[src/rtl/cmd_arbiter.sv]
// -----------------------------------------------------------------------------
// cmd_arbiter
// Arbitrates between a manual and a script command requester and drives the
// granted 8-bit command word onto the game link for HOLD_CYC cycles. A
// non-null operate command is followed by GAP_CYC idle cycles. Manual always
// wins ties; script is only eligible when script_en is set.
//
// Ports
//   clk        : system clock, rising edge
//   rst_n      : asynchronous active-low reset
//   man_valid  : manual command pending
//   man_cmd    : manual command word ([1:0] channel, [7:2] payload)
//   man_ready  : manual command accepted this cycle (combinational)
//   scr_valid  : script command pending
//   scr_cmd    : script command word
//   scr_ready  : script command accepted this cycle (combinational)
//   script_en  : script requester may be granted
//   in_bits    : registered command word to the game link
//   busy       : registered, high during HOLD and GAP
//   grant      : registered owner: 00 none, 01 manual, 10 script
//   cmd_count  : registered count of accepted commands (wraps)
// -----------------------------------------------------------------------------
module cmd_arbiter #(
    parameter int unsigned HOLD_CYC = 4,
    parameter int unsigned GAP_CYC  = 2
) (
    input  logic       clk,
    input  logic       rst_n,
    input  logic       man_valid,
    input  logic [7:0] man_cmd,
    output logic       man_ready,
    input  logic       scr_valid,
    input  logic [7:0] scr_cmd,
    output logic       scr_ready,
    input  logic       script_en,
    output logic [7:0] in_bits,
    output logic       busy,
    output logic [1:0] grant,
    output logic [7:0] cmd_count
);

    localparam logic [7:0] IDLE_WORD = 8'h02;
    localparam logic [3:0] HOLD_LOAD = 4'(HOLD_CYC - 1);
    localparam logic [3:0] GAP_LOAD  = (GAP_CYC > 0) ? 4'(GAP_CYC - 1) : 4'd0;
    localparam logic       GAP_EN    = (GAP_CYC > 0) ? 1'b1 : 1'b0;

    typedef enum logic [1:0] {
        S_IDLE = 2'd0,
        S_HOLD = 2'd1,
        S_GAP  = 2'd2
    } state_t;

    // Operate channel with a non-zero payload earns a trailing gap.
    function automatic logic needs_gap(input logic [7:0] cmd);
        return (cmd[1:0] == 2'b10) && (cmd[7:2] != 6'd0);
    endfunction

    state_t     state_q, state_d;
    logic [3:0] cnt_q, cnt_d;
    logic [7:0] cmd_q, cmd_d;
    logic [7:0] in_bits_q, in_bits_d;
    logic       busy_q, busy_d;
    logic [1:0] grant_q, grant_d;
    logic [7:0] count_q, count_d;

    logic       idle_s;
    logic       man_xfer_s;
    logic       scr_xfer_s;
    logic [7:0] sel_cmd_s;

    assign idle_s     = (state_q == S_IDLE);
    assign man_ready  = idle_s;
    assign scr_ready  = idle_s & script_en & ~man_valid;
    assign man_xfer_s = man_valid & man_ready;
    assign scr_xfer_s = scr_valid & scr_ready;
    assign sel_cmd_s  = man_xfer_s ? man_cmd : scr_cmd;

    assign in_bits   = in_bits_q;
    assign busy      = busy_q;
    assign grant     = grant_q;
    assign cmd_count = count_q;

    // Next-state and next-output logic; outputs are computed for the state
    // being entered so the registered values line up with the state.
    always_comb begin
        state_d   = state_q;
        cnt_d     = cnt_q;
        cmd_d     = cmd_q;
        in_bits_d = in_bits_q;
        busy_d    = busy_q;
        grant_d   = grant_q;
        count_d   = count_q;
        case (state_q)
            S_IDLE: begin
                if (man_xfer_s || scr_xfer_s) begin
                    state_d   = S_HOLD;
                    cnt_d     = HOLD_LOAD;
                    cmd_d     = sel_cmd_s;
                    in_bits_d = sel_cmd_s;
                    busy_d    = 1'b1;
                    grant_d   = man_xfer_s ? 2'b01 : 2'b10;
                    count_d   = count_q + 8'd1;
                end else begin
                    in_bits_d = IDLE_WORD;
                    busy_d    = 1'b0;
                    grant_d   = 2'b00;
                end
            end
            S_HOLD: begin
                if (cnt_q == 4'd0) begin
                    in_bits_d = IDLE_WORD;
                    if (GAP_EN && needs_gap(cmd_q)) begin
                        // Owner stays visible on grant through the gap.
                        state_d = S_GAP;
                        cnt_d   = GAP_LOAD;
                        busy_d  = 1'b1;
                    end else begin
                        state_d = S_IDLE;
                        cnt_d   = 4'd0;
                        busy_d  = 1'b0;
                        grant_d = 2'b00;
                    end
                end else begin
                    cnt_d = cnt_q - 4'd1;
                end
            end
            S_GAP: begin
                if (cnt_q == 4'd0) begin
                    state_d   = S_IDLE;
                    in_bits_d = IDLE_WORD;
                    busy_d    = 1'b0;
                    grant_d   = 2'b00;
                end else begin
                    cnt_d = cnt_q - 4'd1;
                end
            end
            default: begin
                state_d   = S_IDLE;
                cnt_d     = 4'd0;
                in_bits_d = IDLE_WORD;
                busy_d    = 1'b0;
                grant_d   = 2'b00;
            end
        endcase
    end

    // State, timer, latched command and registered outputs.
    always_ff @(posedge clk or negedge rst_n) begin
        if (!rst_n) begin
            state_q   <= S_IDLE;
            cnt_q     <= 4'd0;
            cmd_q     <= IDLE_WORD;
            in_bits_q <= IDLE_WORD;
            busy_q    <= 1'b0;
            grant_q   <= 2'b00;
            count_q   <= 8'h00;
        end else begin
            state_q   <= state_d;
            cnt_q     <= cnt_d;
            cmd_q     <= cmd_d;
            in_bits_q <= in_bits_d;
            busy_q    <= busy_d;
            grant_q   <= grant_d;
            count_q   <= count_d;
        end
    end

endmodule

[config.mk]
export PLATFORM = sky130hd
export DESIGN_NAME = cmd_arbiter
export DESIGN_NICKNAME = d
export VERILOG_FILES = /design/src/rtl/cmd_arbiter.sv
export SDC_FILE = /design/constraint.sdc
export NUM_CORES = 1
export LEC_CHECK = 0
export ABC_AREA = 1
export CORE_ASPECT_RATIO = 1.75
export CORE_UTILIZATION = 45
export DETAILED_ROUTE_END_ITERATION = 8
export GPL_TIMING_DRIVEN = 0
export HOLD_SLACK_MARGIN = 0.08
export PLACE_DENSITY = 0.78
export SETUP_SLACK_MARGIN = 0.4
export SLEW_MARGIN = 0
export SYNTH_ARGS = -nofsm -noshare
export SYNTH_HDL_FRONTEND = slang
export SYNTH_SLANG_ARGS = --single-unit
[constraint.sdc]
create_clock -name clk -period 1.5 [get_ports clk]
set_input_delay 0.225 -clock clk [delete_from_list [all_inputs] [get_ports clk]]
set_output_delay 0.225 -clock clk [all_outputs]
set_load 0.05 [all_outputs]
==> impl_results.rst <==
.. list-table::
   :header-rows: 1

   * - Metric
     - Value
   * - Worst r2r src
     - state_q[0]
   * - Post-synth EDFFs
     - 0
   * - Required time reported for the critical path endpoint
     - 1.27 ns
   * - Worst slack at placement
     - -0.488 ns
   * - Number of unique standard cell types used by synthesis
     - 27
   * - Last weighted congestion value of the routability-driven placer
     - 0.810
   * - Final #Nets
     - 303
   * - Top-Level Pins
     - 42
   * - Ant diodes
     - 0
   * - Achievable frequency
     - 634 MHz
   * - Power density of the placed cells
     - between 2000 and 2500 nW/µm²
   * - Post-synthesis cell area
     - 1780 µm²
   * - Overall overflow remaining after global route
     - 0
   * - Multi-input combinational cell area
     - 1050 µm²
   * - WL/cell
     - 15.4 µm
   * - Most frequent cell after synthesis
     - sky130_fd_sc_hd__nand2_1
   * - Critical path fanouts, max
     - 5
   * - Top cells by area in the synthesized netlist
     - sky130_fd_sc_hd__dfrtp_1, sky130_fd_sc_hd__nand2_1, sky130_fd_sc_hd__ha_1
   * - Arrival time at the worst endpoint
     - 1.35 ns
   * - Effective utilization at floorplan
     - 48.1%
   * - Share of cells above drive strength 1
     - 41.8%
   * - Final cell count without fillers
     - 321
   * - Start point of the critical path
     - state_q[0]
   * - Clock sink count
     - 33
   * - Die area
     - around 4200 µm²
   * - First-pass GRT wire length
     - 7140 µm
   * - DR pass1 iterations
     - 4
   * - Critical setup path kind
     - reg -> out
   * - Startpoint class of the critical path
     - register
   * - Clock Skew
     - 0.00635 ns
   * - Synthesis Warnings
     - 0
   * - Final-report setup violation count
     - 12
   * - Total placed instance area
     - 2280 µm²
   * - Minimum period implied by the final worst setup slack
     - 1.58 ns
   * - Length in cells of the worst reg-to-reg path
     - 8
   * - Count of mapped cells out of synthesis
     - 204
   * - Share of the core filled with cells
     - 77.5%
   * - Slew HR
     - just over 50%
   * - Chip Width
     - 49.6 µm
   * - Worst Path Buf+Inv
     - 3
   * - DPL Wire Length
     - approximately 2700 µm
   * - Cell-by-cell listing of the critical path
     - inv_2 > ha_4 > buf_8 > nand2_4 > nor2_4 > buf_8
   * - Register area
     - 831 µm²
   * - Number of pins exceeding their max-slew limit in the final report
     - 0
   * - Worst Slack Setup Final
     - -0.0765 ns
   * - Cell type group with the largest total delay on the critical path
     - flip-flops
   * - Max Cap Viol
     - 0
   * - Crit path capture
     - scr_ready
   * - Clock edge transition at the registers on the reported setup and hold paths
     - 0.07 ns
   * - Asr flop ratio synth
     - 100%
   * - Placement row count
     - 29
   * - Average footprint of a synthesized cell
     - 8.73 µm²
   * - Routed wire length
     - between 4000 and 5000 µm
   * - Initial antenna violation count
     - 0
   * - Crit. path cell count
     - 6
   * - Residual DRC count
     - 0
   * - Core area
     - 3700 µm²
   * - Biggest area consumer among synthesized cells
     - sky130_fd_sc_hd__dfrtp_1
   * - Routed vias/inst
     - 5.05
   * - CTS H-Tree Depth
     - 2
   * - Area of all placed cells without fillers
     - 2870 µm²
   * - Clock root buffer
     - sky130_fd_sc_hd__clkbuf_8
   * - Cell type of the slowest stage on the worst timing path
     - sky130_fd_sc_hd__dfrtp_1
   * - Clock tree from TritonCTS
     - yes
   * - Max Buffers Root-to-Sink
     - 2
   * - Antenna-violating nets left
     - 0
   * - Via Count
     - 1622
   * - Hold/Removal Path Class
     - in -> async
   * - Highest ir drop seen on vdd
     - 2.07 mV
   * - Syn-to-layout area delta
     - 61.0%
   * - Met2 wire len
     - 2720 µm
   * - Endpoint type of the worst setup path
     - primary output
   * - Leakage Power
     - 1.44 nW
   * - Insertion delay to the later sink of the worst-skew pair
     - 0.29 ns
   * - Crit path top cell by count
     - sky130_fd_sc_hd__buf_8
   * - Largest net degree at the start of global routing
     - 34
   * - Setup repair after global routing missed its margin
     - yes
   * - Delay contributed by the slowest stage of the critical path
     - 0.39 ns
   * - Buffers on Ports
     - 41
   * - Dpl cells
     - between 200 and 300
   * - Transition time of the tightest slew-check pin
     - 0.729 ns
   * - Setup slack of the worst register-to-register path
     - -0.06 ns
   * - M1 wire length
     - 1910 µm
   * - Starting DRT DRC Count
     - 44
   * - Number of hold violations in the final report
     - 31
   * - Detailed route wirelength on metal3
     - 187 µm
   * - Most used flip-flop cell after synthesis
     - sky130_fd_sc_hd__dfrtp_1
   * - Mapped Nets
     - ~230
   * - Commonest cells in the netlist
     - sky130_fd_sc_hd__nand2_1, sky130_fd_sc_hd__dfrtp_1, sky130_fd_sc_hd__inv_1, sky130_fd_sc_hd__nor2_1, sky130_fd_sc_hd__ha_1
   * - Share of the clock period used by the worst path after layout
     - 105%
   * - Outcome
     - complete, but fails checks
   * - Fill count
     - 234
   * - Flop and latch count out of synthesis
     - 33
   * - Endpoint of the lowest-slack register-to-register path
     - cmd_count[3]
   * - Uppermost routed layer
     - met4
   * - Failing checks
     - negative hold slack, negative setup slack
   * - Portion of synthesized cell area occupied by the leading cell type
     - 43.5%
   * - Vertical die dimension
     - 85.2 µm
   * - Sequential-to-total area share from yosys stat
     - between 40% and 50%
   * - Via count of the first global-routing pass
     - around 1600
   * - Overall routing resource usage
     - about 23%
   * - Post-route worst hold slack
     - -0.0132 ns
   * - Clock buffer count from CTS
     - 5
==> power by group <==
| group | leakage, nW | internal (W) | switching, W |
|---|---|---|---|
| registers | 0.408 | 0.00128 | 0.000304 |
| clock network | 0.0542 | 0.000415 | 0.000345 |
| logic | 0.975 | 0.00188 | 0.00264 |
| total | 1.44 | 0.00358 | 0.00329 |
==> how the worst min path moves through the flow <==
stage                 endpoint
finish              in_bits[6]
global route        in_bits[6]
CTS                   grant[0]
detailed placement  in_bits[4]
global placement      cnt_q[1]
floorplan                 busy
==> layout by cell type, fill, tap and decap left out, drive strengths merged <==
cell type      instances
nor3                   1
a21oi                  4
nand3                  8
nand4                  1
dfstp                  2
dlygate4sd2            1
o21ai                 13
nand2                 76
dfrtp                 31
clkbuf                 8
inv                   24
buf                   47
o21bai                 1
ha                     8
a31oi                  2
clkdlybuf4s50         18
o211ai                 7
xnor2                  3
nor2                  14
xor2                   5
clkinv                 1
==> metal layers <==
layer  vias to the layer above  global-route usage, %
met1                       781                   24.7
met4                         0                   11.9
met2                        50                   39.7
li1                        782                      -
met3                         9                   5.20
met5                         -                      0
==> cell families after synthesis <==
family	Yosys count	share of synthesized area, %
simple gates	99	25.0
flops	33	46.5
buf+inv	29	8.36
compound gates	27	9.76
xor+xnor	8	4.78
fa+ha+maj	8	5.62
==> metrics by stage <==
step | TNS [ns] | power (W) | hold WS [ns]
2_1_floorplan | -0.359 | 0.00390 | -0.0706
3_3_place_gp | -20.45 | 0.00470 | 0.464
3_5_place_dp | -6.25 | 0.00474 | 0.322
4_1_cts | -0.0909 | 0.00611 | 0.0103
5_1_grt | -2.14 | 0.00725 | 0.0494
6_report | -0.392 | 0.00687 | -0.0132
==> state kept, by name, indices dropped and copies added, names as in the netlist <==
register and count:
cmd_count 8, cmd_q 8, in_bits 8, cnt_q 4, grant 2, state_q 2, busy 1
==> what timing repair did <==
item                       4_1_cts  5_1_grt
hold endpoints to repair        31       31
setup endpoints to repair       54       50
pin swaps                        9       11
buffers inserted                 9        9
resized for setup              174       38
gates cloned                     3        1
==> layout make-up <==
class | instances | area share, %
buffer | 5 | 2.53
clock buffer | 7 | 3.36
clock inverter | 1 | 0.175
inverter | 24 | 3.32
multi-input combinational | 143 | 36.7
sequential | 33 | 29.0
tap | 46 | 2.01
timing repair buffer | 62 | 22.9
No activity file was read; power rests on OpenSTA's default activity.
